--- src/rtl/rf_operand_fetch.sv ---
// Register-file operand fetch: selects two operands per accepted request and registers them behind a one-entry skid buffer.
// Optional macro RF_FWD_EN forwards a same-edge register write into the selected operands.
module rf_operand_fetch #(
  parameter int BUS_WIDTH  = 16,
  parameter int NUM_REGS   = 8,
  parameter int ADDR_WIDTH = 3
) (
  input  logic                          clk,
  input  logic                          rst,
  input  logic [NUM_REGS*BUS_WIDTH-1:0] rf_data,
  input  logic                          wr_en,
  input  logic [ADDR_WIDTH-1:0]         wr_addr,
  input  logic [BUS_WIDTH-1:0]          wr_data,
  input  logic                          req_valid,
  output logic                          req_ready,
  input  logic [ADDR_WIDTH-1:0]         req_addr_a,
  input  logic [ADDR_WIDTH-1:0]         req_addr_b,
  output logic                          out_valid,
  input  logic                          out_ready,
  output logic [BUS_WIDTH-1:0]          out_a,
  output logic [BUS_WIDTH-1:0]          out_b
);

  logic                 out_valid_q, out_valid_d;
  logic [BUS_WIDTH-1:0] out_a_q, out_a_d;
  logic [BUS_WIDTH-1:0] out_b_q, out_b_d;
  logic                 skid_valid_q, skid_valid_d;
  logic [BUS_WIDTH-1:0] skid_a_q, skid_a_d;
  logic [BUS_WIDTH-1:0] skid_b_q, skid_b_d;
  logic [BUS_WIDTH-1:0] rd_a, rd_b;
  logic                 accept;

  assign req_ready = !skid_valid_q && !rst;
  assign accept    = req_valid && req_ready;
  assign out_valid = out_valid_q;
  assign out_a     = out_a_q;
  assign out_b     = out_b_q;

  // Addresses at or beyond NUM_REGS read as zero because no index matches.
  always_comb begin
    rd_a = '0;
    rd_b = '0;
    for (int i = 0; i < NUM_REGS; i++) begin
      if (req_addr_a == ADDR_WIDTH'(i)) rd_a = rf_data[i*BUS_WIDTH +: BUS_WIDTH];
      if (req_addr_b == ADDR_WIDTH'(i)) rd_b = rf_data[i*BUS_WIDTH +: BUS_WIDTH];
    end
`ifdef RF_FWD_EN
    if (wr_en && wr_addr == req_addr_a) rd_a = wr_data;
    if (wr_en && wr_addr == req_addr_b) rd_b = wr_data;
`endif
  end

`ifndef RF_FWD_EN
  logic unused_wr;
  assign unused_wr = ^{wr_en, wr_addr, wr_data};
`endif

  always_comb begin
    out_valid_d  = out_valid_q;
    out_a_d      = out_a_q;
    out_b_d      = out_b_q;
    skid_valid_d = skid_valid_q;
    skid_a_d     = skid_a_q;
    skid_b_d     = skid_b_q;
    if (!out_valid_q || out_ready) begin
      if (skid_valid_q) begin
        out_valid_d  = 1'b1;
        out_a_d      = skid_a_q;
        out_b_d      = skid_b_q;
        skid_valid_d = 1'b0;
      end else if (accept) begin
        out_valid_d = 1'b1;
        out_a_d     = rd_a;
        out_b_d     = rd_b;
      end else begin
        out_valid_d = 1'b0;
      end
    end else if (accept) begin
      // Output is stalled; the request parks in skid, which drops req_ready next cycle.
      skid_valid_d = 1'b1;
      skid_a_d     = rd_a;
      skid_b_d     = rd_b;
    end
  end

  always_ff @(posedge clk) begin
    if (rst) begin
      out_valid_q  <= 1'b0;
      out_a_q      <= '0;
      out_b_q      <= '0;
      skid_valid_q <= 1'b0;
      skid_a_q     <= '0;
      skid_b_q     <= '0;
    end else begin
      out_valid_q  <= out_valid_d;
      out_a_q      <= out_a_d;
      out_b_q      <= out_b_d;
      skid_valid_q <= skid_valid_d;
      skid_a_q     <= skid_a_d;
      skid_b_q     <= skid_b_d;
    end
  end

endmodule

--- config.mk ---
export PLATFORM = sky130hd
export DESIGN_NAME = rf_operand_fetch
export DESIGN_NICKNAME = d
export VERILOG_FILES = /design/src/rtl/rf_operand_fetch.sv
export SDC_FILE = /design/constraint.sdc
export NUM_CORES = 1
export LEC_CHECK = 0
export BUFFER_PORTS_ARGS = -buffer_cell sky130_fd_sc_hd__buf_2
export CORE_MARGIN = 10
export CORE_UTILIZATION = 52
export CTS_CLUSTER_SIZE = 8
export DETAILED_ROUTE_END_ITERATION = 7
export PLACE_DENSITY = 0.84
export SLEW_MARGIN = 20
export SYNTH_ARGS = -nofsm -noshare
export SYNTH_HDL_FRONTEND = slang
export SYNTH_SLANG_ARGS = --single-unit
--- constraint.sdc ---
create_clock -name clk -period 3.2 [get_ports clk]
set_clock_uncertainty 0.05 [all_clocks]
set_input_delay 0.32 -clock clk [delete_from_list [all_inputs] [get_ports clk]]
set_output_delay 0.32 -clock clk [all_outputs]
set_load 0.01 [all_outputs]
---- After elaboration in Yosys (flattened, before gate mapping) ----
Cells that the tools add are included.
cells by class
  equality and inequality tests ........... 14
  multiplexer cells ....................... 22
  bitwise operators ....................... 1
  reduce and logical (&&, ||, !) cells .... 12
operators with widths
  cell                count
  $mux 16             20
  $eq 3x3->1 const B  8
  $eq 3x2->1 const B  4
  $eq 3x1->1 const B  2
  $logic_not 3->1     2
  $reduce_and 2->1    2
  $logic_not 1->1     3
  $logic_and 1x1->1   2
  $mux 1              2
  $reduce_bool 2->1   1
  $reduce_or 2->1     1
  $logic_or 1x1->1    1
  $not 1->1           1
storage, ports and cells
  flip-flop bits (word level) ............. 66
  input port bits ......................... 158
  output and inout bits ................... 34
  word-level logic and storage cells ...... 55

---- Depth between registers and ports, before layout ----
Gate-level depths: netlist of the first run.
  word-level depth ........................ 11
  gate-level depth with buffers ........... 8
  mapped depth without buffers ............ 5

---- Least setup slack after synthesis of the first run ----
No wires, ideal clock.
  kind .................................... input port to flip-flop
  from .................................... in req_addr_b[0]
  to ...................................... reg out_b_q[11] (netlist: out_b[11])
  library setup time ...................... 0.128 ns
  data arrival time ....................... 1.555 ns
  data required time ...................... 3.022 ns
  path slack .............................. 1.467 ns
  stages on the path ...................... 7
  buffers on the path ..................... 2
  cell sequence ........................... buf_6 -> buf_12 -> mux4_2 -> mux2i_1 -> and2_1 -> a2bb2oi_2 -> nor2_1
between the ends
  longest elaborated chain between the ends .. 11
  elaborated cells between the ends (all ways) .. 18
  classes of those cells .................. eq/ne: 7; mux: 10; reduce/logical: 1
ends and longest elaborated chain
  item                    line  text
  start: declaration      17    input logic [ADDR_WIDTH-1:0] req_addr_b,
  $logic_not 3->1         45    if (req_addr_b == ADDR_WIDTH'(i)) rd_b = rf_data[i*BUS_WIDTH +: BUS_WIDTH];
  $mux 16 (7 in a row)    45
  $mux 16 *               45
  $mux 16 *               71    end else if (accept) begin
  $mux 16 *               66    if (skid_valid_q) begin
  end signal: assignment  97    out_b_q <= out_b_d;
  end: declaration        26    logic [BUS_WIDTH-1:0] out_b_q, out_b_d;
Mark *: on every way between the ends. The rest lies on a longest branch, timed or not. The select of a mux whose other input is x is not followed.
A chain may end at the register's enable or synchronous reset.

---- Worst setup path after layout of the first run ----
  from .................................... in req_addr_b[1]
  to ...................................... reg out_b_q[13] (netlist: out_b[13])
Same word-level chain as after synthesis.

==> results of run 1 <==
## sequential cells by signal, summed over array words and instances, names as in the netlist
register      cells
skid_b_q         16
out_b            16
skid_valid_q      1
skid_a_q         16
out_valid         1
out_a            16
## worst reg2reg max path, cell delays in order, from the launching register on
cell	delay, ns
dfxtp_1	0.34
nor2b_1	0.20
nand3_1	0.45
buf_4	0.39
or3_1	0.40
a21oi_1	0.13
## per-layer routing
metal	vias to the layer above	part of all wire (%)	routed length [µm]	global-route usage (%)
met4	0	2.2	371	6.11
met1	2428	42	7220	29.8
met3	45	11	1960	7.81
met2	369	44	7640	36.9
li1	2412	-	-	-
met5	-	0	0	0
## where the power goes
group | internal [mW] | switching (mW)
Clock | 0.461 | 0.324
Combinational | 0.318 | 0.355
Sequential | 0.860 | 0.0201
Total | 1.64 | 0.699
## cells in the final DEF (no fill, tap or decap), types with 3 or more instances in the layout
master	n
nand3_1	6
buf_4	12
a211oi_1	28
dfxtp_1	66
nand3b_1	3
a2bb2oi_1	8
clkbuf_8	10
nand2_1	32
inv_1	7
nand4_1	5
o21ai_0	19
a21oi_1	56
mux2i_1	46
nor2_1	71
a22o_1	15
and2_1	11
nand2b_1	5
or3_1	15
nor2b_1	4
mux4_2	40
nor3_1	16
o31a_1	15
o21a_1	3
o221ai_1	5
a2bb2oi_2	3
buf_2	171
mux2_2	3
## per-stage QoR
step	power, mW	worst slack [ns]	area [µm²]	instances
after floorplan	1.33	1.47	5070	562
after global placement	1.53	0.875	5880	817
after detailed placement	1.56	0.828	5880	817
after CTS	2.34	1.20	6110	833
after global routing	2.44	1.01	6110	833
final	2.34	1.15	6110	833
## worst max-delay path by stage
stage | endpoint | slack (ns) | cells past startpoint | start
floorplan | out_b[11] | 1.47 | 7 | req_addr_b[0]
global placement | out_b[13] | 0.88 | 7 | req_addr_b[1]
detailed placement | out_b[13] | 0.83 | 7 | req_addr_b[1]
CTS | out_b[13] | 1.20 | 7 | req_addr_b[1]
global route | skid_a_q[5] | 1.01 | 5 | out_valid
finish | out_b[13] | 1.15 | 7 | req_addr_b[1]
## layout make-up
cell class	count	area, µm²
clock inverter	6	88.8
tap	129	161
sequential	66	1320
clock buffer	10	138
fill	783	3270
inverter	7	26.3
multi-input combinational	431	3400
timing repair buffer	184	966
## cell families after synthesis
| kind of cell | synth area share, % |
|---|---|
| mux | 28.6 |
| simple gates | 15.8 |
| flops | 26.1 |
| buf+inv | 6.72 |
| compound gates | 22.8 |
==> impl_summary.log, run 1 <==
INFO  metric run_status = complete, no violations
INFO  metric crit_slowest_cell = buf_2
INFO  metric fmaxAchievable = 488 MHz
INFO  metric crit_buf_inv = 2
INFO  metric insertedDiodeCount = 0
INFO  metric num_vias = 5254
INFO  metric max_stage_delay = around 0.64 ns
INFO  metric post_cts_hold_buffer_count = 0
INFO  metric synth_area_leaders = dfxtp_1, mux4_2, mux2i_1, a21oi_1, nor2_1
INFO  metric post-cts-setup-buffer-count = 0
INFO  metric synth.cell_area = ~5100 µm²
INFO  metric drt_drc_violations_left = 0
INFO  metric worst_ep_required_time = between 3 and 4 ns
INFO  metric timing.setup.critical_path_class = in -> reg
INFO  metric post-synth-top-count-cell = nor2_1
INFO  metric final_max_slew_viol_count = 0
INFO  metric finished_core_util = 65.2%
INFO  metric route.detailed.wl_per_inst = roughly 21 µm
INFO  metric timing.slew.headroom = between 40% and 50%
INFO  metric vdd.ir_drop.worst = 0.203 mV
INFO  metric globalRouteOverflowTotal = 0
INFO  metric synth-async-reset-ratio = 0%
INFO  metric first_global_vias = a little over 5k
INFO  metric post_route_cells_drive_above_1_share = 35.5%
INFO  metric worst_hold_slack = about 0.26 ns
INFO  metric num-nets-final = approximately 860
INFO  metric cts_tree = done
INFO  metric finalCriticalPeriod = between 2 and 2.5 ns
INFO  metric number_of_buffers_added_on_ports = 171
INFO  metric grt_use_total = roughly a quarter
INFO  metric hold_path_endpoint = skid_valid_q
INFO  metric fin_tns_setup = 0 ns
INFO  metric yosys_register_bits = 66
INFO  metric die_wd = about 120 µm
INFO  metric worstMarginPinSlew = between 0.8 and 0.9 ns
INFO  metric setup-violations-final = 0
INFO  metric max_cap_viol_count = 0
INFO  metric num_io_pins = about 190
INFO  metric postSynthNetCount = 720
INFO  metric cts-root-buf = clkbuf_8
INFO  metric cts_num_sinks = 66
INFO  metric hold_viol_final = 0
INFO  metric period_share = around 64%
INFO  metric synth_area_leader_cell = dfxtp_1
INFO  metric number_of_h_tree_levels = 3
INFO  metric critPathTopFamily = buffers and inverters
INFO  metric place_hpwl = 13500 µm
INFO  metric ctsResizeCount = 0
INFO  metric drt_iter0_markers = between 600 and 700
INFO  metric place_congestion = 0.839
INFO  metric synthesis.instances = 562
INFO  metric cellPowerDensity = between 300 and 400 nW/µm²
INFO  metric worst_ep_arrival_time = 2.23 ns
INFO  metric netlist.area_leader.share = a little over a quarter
INFO  metric dominantRegCellSynth = dfxtp_1
INFO  metric worst_setup_path_end_kind = flop
INFO  metric routed_wl = roughly 17000 µm
INFO  metric clkTransAtPathRegs = ~0.070 ns
INFO  metric yosysSeqAreaShare = about a quarter
INFO  metric drtAntennaViolNets = 0
INFO  metric path_max_fanout = 41
INFO  metric antenna_found_initial = 0
INFO  metric placementRows = 35
INFO  metric setup_repair_after_global_routing_missed_its_margin = false
INFO  metric count_of_flip_flops_with_a_built_in_enable_after_synthesis = 0
INFO  metric worst_min_delay_path_class = in -> reg
INFO  metric timing.reg2reg.setup_slack = about 1.2 ns
INFO  metric worstSetupStartpointType = input pin
INFO  metric synth_cell_types = between 40 and 50
INFO  metric synth_top_cells_by_count = nor2_1, dfxtp_1, a21oi_1
INFO  metric worst_r2r_endpoint = skid_a_q[12]
INFO  metric initial_util = a little over half
INFO  metric worst_r2r_startpoint = out_valid
INFO  metric clkLatencyLatePin = 0.34 ns
INFO  metric cts_made_buffers = 9
INFO  metric cts.path.max_buffers = 2
INFO  metric area.growth.synth_to_final = 20.5%
INFO  metric core_area = around 9400 µm²
INFO  metric synth-warning-count = 0
INFO  metric hold-path-cell-count = 3
INFO  metric dr.pass1.iters = 6
INFO  metric syn_avg_cell_area = around 9.0 µm²
INFO  metric global_route_wire_length_before_repair = 27300 µm
INFO  metric crit_chain = buf_2 -> buf_4 -> mux4_2 -> mux2i_1 -> and2_1 -> a2bb2oi_2 -> nor2_1
INFO  metric route.detailed.vias_per_inst = approximately 6.3
INFO  metric grt_max_degree = between 50 and 60
INFO  metric die_height = 119 µm
INFO  metric r2r_cells = 5
INFO  metric static_leakage_power = around 2.6 nW
INFO  metric die_area = approximately 14000 µm²
INFO  metric min_from = req_valid
Power figures use the tool's default switching activity.
==> run 2, diff against run 1 <==
--- a/config.mk
+++ b/config.mk
@@ -5,12 +5,13 @@
 export SDC_FILE = /design/constraint.sdc
 export NUM_CORES = 1
 export LEC_CHECK = 0
+export ABC_AREA = 1
 export BUFFER_PORTS_ARGS = -buffer_cell sky130_fd_sc_hd__buf_2
 export CORE_MARGIN = 10
-export CORE_UTILIZATION = 52
+export CORE_UTILIZATION = 51
 export CTS_CLUSTER_SIZE = 8
 export DETAILED_ROUTE_END_ITERATION = 7
-export PLACE_DENSITY = 0.84
+export PLACE_DENSITY = 0.82
 export SLEW_MARGIN = 20
 export SYNTH_ARGS = -nofsm -noshare
 export SYNTH_HDL_FRONTEND = slang
==> constraint.sdc (replaced) <==
create_clock -name clk -period 1.9 [get_ports clk]
set_clock_uncertainty 0.05 [all_clocks]
set_input_delay 0.19 -clock clk [delete_from_list [all_inputs] [get_ports clk]]
set_output_delay 0.19 -clock clk [all_outputs]
set_load 0.01 [all_outputs]
==> impl_summary.log, run 2 <==
INFO  metric worstSetupStartpointType = input pin
INFO  metric grt_max_degree = 65 (+27%)
INFO  metric max_cap_viol_count = 0 (unchanged)
INFO  metric multi_input_logic_area = 3090 µm² (-9.3%)
INFO  metric drt_drc_violations_left = 0 (unchanged)
INFO  metric final_max_slew_viol_count = 0 (unchanged)
INFO  metric count_of_flip_flops_with_a_built_in_enable_after_synthesis = 0 (unchanged)
INFO  metric cts.path.max_buffers = 2 (unchanged)
INFO  metric finished_core_util = 65.3% (+0.14 points)
INFO  metric worst_ep_required_time = 2.12 ns (-1.26 ns)
INFO  metric core_area = 9770 µm² (+4.3%)
INFO  metric num-fill-cells = 947 (+21%)
INFO  metric cts_tree = done
INFO  metric hold_viol_final = 0 (unchanged)
INFO  metric synth_area_leaders = dfxtp_1, nand2_1, nand3_1, nor2_1, inv_1
INFO  metric layout.cells.most_common = nand2_1
INFO  metric place_hpwl = 14000 µm (+4.3%)
INFO  metric max_stage_delay = 0.83 ns (+0.19 ns)
INFO  metric run_status = complete, no violations
INFO  metric postSynthNetCount = 1069 (+48%)
INFO  metric path_max_fanout = 16 (-61%)
INFO  metric timing.setup.critical_path_class = in -> reg
INFO  metric synth_cell_types = 20 (-57%)
INFO  metric grt_use_total = 24.5% (+1.2 points)
INFO  metric clkLatencyLatePin = 0.34 ns (about the same)
INFO  metric crit_chain = buf_2 -> nor2_1 -> nand3_1 -> nand2_1 -> nor2_1 -> nand4_1 -> nand2_1 -> nand3_1 -> nand2_1 -> a21oi_2
INFO  metric initial_util = 52.5% (-1.5 points)
INFO  metric post_cts_hold_buffer_count = 0 (unchanged)
INFO  metric ctsResizeCount = 0 (unchanged)
INFO  metric yosys_register_bits = 66 (unchanged)
INFO  metric number_of_buffers_added_on_ports = 171 (unchanged)
INFO  metric die_height = 120 µm (+1.4%)
INFO  metric netlist.area_leader.share = 25.7% (-0.34 points)
INFO  metric die_area = 14500 µm² (+2.8%)
INFO  metric dr.pass1.iters = 5 (-1)
INFO  metric dominantRegCellSynth = dfxtp_1
INFO  metric die_wd = 120 µm (+1.4%)
INFO  metric cts_num_sinks = 66 (unchanged)
INFO  metric crit_slowest_cell = nor2_1
INFO  metric static_leakage_power = 3.51 nW (+35%)
INFO  metric worst_ep_arrival_time = 1.88 ns (-0.35 ns)
INFO  metric route.detailed.vias_per_inst = 5.41 (-14%)
INFO  metric setup_repair_after_global_routing_missed_its_margin = false
INFO  metric post-cts-setup-buffer-count = 0 (unchanged)
INFO  metric vdd.ir_drop.worst = 0.543 mV (+170%)
INFO  metric worstMarginPinSlew = 1.11 ns (+0.262 ns)
INFO  metric area.growth.synth_to_final = 24.3%
INFO  metric syn_avg_cell_area = 5.64 µm² (-37%)
INFO  metric cts_made_buffers = 9 (unchanged)
INFO  metric post_route_cells_drive_above_1_share = 22.1% (-13 points)
INFO  metric timing.slew.headroom = 25.7% (-18 points)
INFO  metric worst_min_delay_path_class = in -> reg
INFO  metric clkTransAtPathRegs = 0.07 ns (about the same)
INFO  metric place_ws = -0.0667 ns (-0.895 ns)
INFO  metric global_route_wire_length_before_repair = 29500 µm (+7.9%)
INFO  metric setup-violations-final = 0 (unchanged)
INFO  metric post-synth-top-count-cell = nand2_1
INFO  metric top_library_cells_by_usage_in_the_layout_fill_and_taps_aside = nand2_1, buf_2, nor2_1
INFO  metric worst_slack = 0.240 ns (-0.911 ns)
INFO  metric drt_iter0_markers = 777 (+29%)
INFO  metric synth.cell_area = 5130 µm² (+1.3%)
INFO  metric power.total = 3.44 mW (+47%)
INFO  metric stdcell_area = 6380 µm² (+4.5%)
INFO  metric placed_cell_area = 6210 µm² (+5.6%)
INFO  metric synth-async-reset-ratio = 0% (unchanged)
INFO  metric num-nets-final = 1223 (+43%)
INFO  metric cp_common_cell = nand2_1
INFO  metric first_global_vias = 6077 (+17%)
INFO  metric routed_wl = 18600 µm (+8.1%)
INFO  metric sequential_cell_area = 1320 µm² (unchanged)
INFO  metric synth-warning-count = 0 (unchanged)
INFO  metric finalCriticalPeriod = between 1.5 and 2 ns
INFO  metric yosysSeqAreaShare = 25.7% (-0.34 points)
INFO  metric number_of_h_tree_levels = 3 (unchanged)
INFO  metric placementRows = 36 (+2.9%)
INFO  metric period_share = between 80% and 90%
INFO  metric antenna_found_initial = 5 (+5)
INFO  metric synthesis.instances = 911 (+62%)
INFO  metric synth_area_leader_cell = dfxtp_1
INFO  metric drtAntennaViolNets = 0 (unchanged)
INFO  metric worst_setup_path_end_kind = flop
INFO  metric globalRouteOverflowTotal = 0 (unchanged)
INFO  metric cellPowerDensity = 539 nW/µm² (+41%)
INFO  metric fin_tns_setup = 0 ns (unchanged)
INFO  metric synth_top_cells_by_count = nand2_1, nor2_1, inv_1
INFO  metric num_vias = 6533 (+24%)
INFO  metric route.detailed.wl_per_inst = 15.4 µm (-25%)
INFO  metric fmaxAchievable = 603 MHz
INFO  metric cts-root-buf = clkbuf_8
INFO  metric num_io_pins = 192 (unchanged)
INFO  metric place_congestion = 0.927 (+11%)
==> run 2: power by group <==
part	internal, mW	switching [mW]	total, mW	leakage, nW
sequential	1.44	0.0257	1.47	0.536
clock	0.490	0.509	0.999	0.0811
combinational	0.368	0.607	0.976	2.89
total	2.30	1.14	3.44	3.51
==> run 2: final timing paths <==
check,to,depth (start not counted),slack [ns],start
min reg2reg,out_b[1],2,0.41,out_b[1]
max reg2reg,out_b[1],8,0.41,skid_valid_q
min,skid_valid_q,4,0.11,out_ready
max,out_a[9],10,0.24,req_addr_a[0]
==> run 2: through the flow <==
| stage | std cells | hold slack, ns |
|---|---|---|
| detailed placement | 1187 | 0.404 |
| global placement | 1187 | 0.401 |
| finish | 1208 | 0.108 |
| CTS | 1201 | 0.0965 |
| global route | 1205 | 0.120 |
| floorplan | 911 | 0.328 |
==> run 2: final cells by class <==
type                            instances  area share (%)
Antenna cell                            7           0.274
Clock buffer                           11            2.22
Clock inverter                          3           0.274
Inverter                              125            7.35
Multi-Input combinational cell        663            48.4
Sequential cell                        66            20.7
Tap cell                              133            2.61
Timing Repair Buffer                  200            18.2
==> run 2: kinds of logic after synthesis <==
logic type | synth area share, %
AOI/OAI and AO/OA | 12.1
DFF | 25.7
buffers and inverters | 14.2
and+or+nand+nor | 48.0
==> run 2: layer usage <==
metal | track usage, % | routed length [µm] | vias up | share of wire, %
met5 | 0 | 0 | - | 0
met3 | 6.33 | 1960 | 46 | 11
met2 | 41.0 | 8770 | 314 | 47
met1 | 29.7 | 7260 | 2920 | 39
li1 | - | - | 3253 | -
met4 | 8.90 | 586 | 0 | 3.2
==> run 2: critical path, delay by kind of cell <==
kind                   cells  cell delay [ns]
buffers and inverters      1             0.10
AOI/OAI and AO/OA          1             0.11
and+or+nand+nor            8             1.47
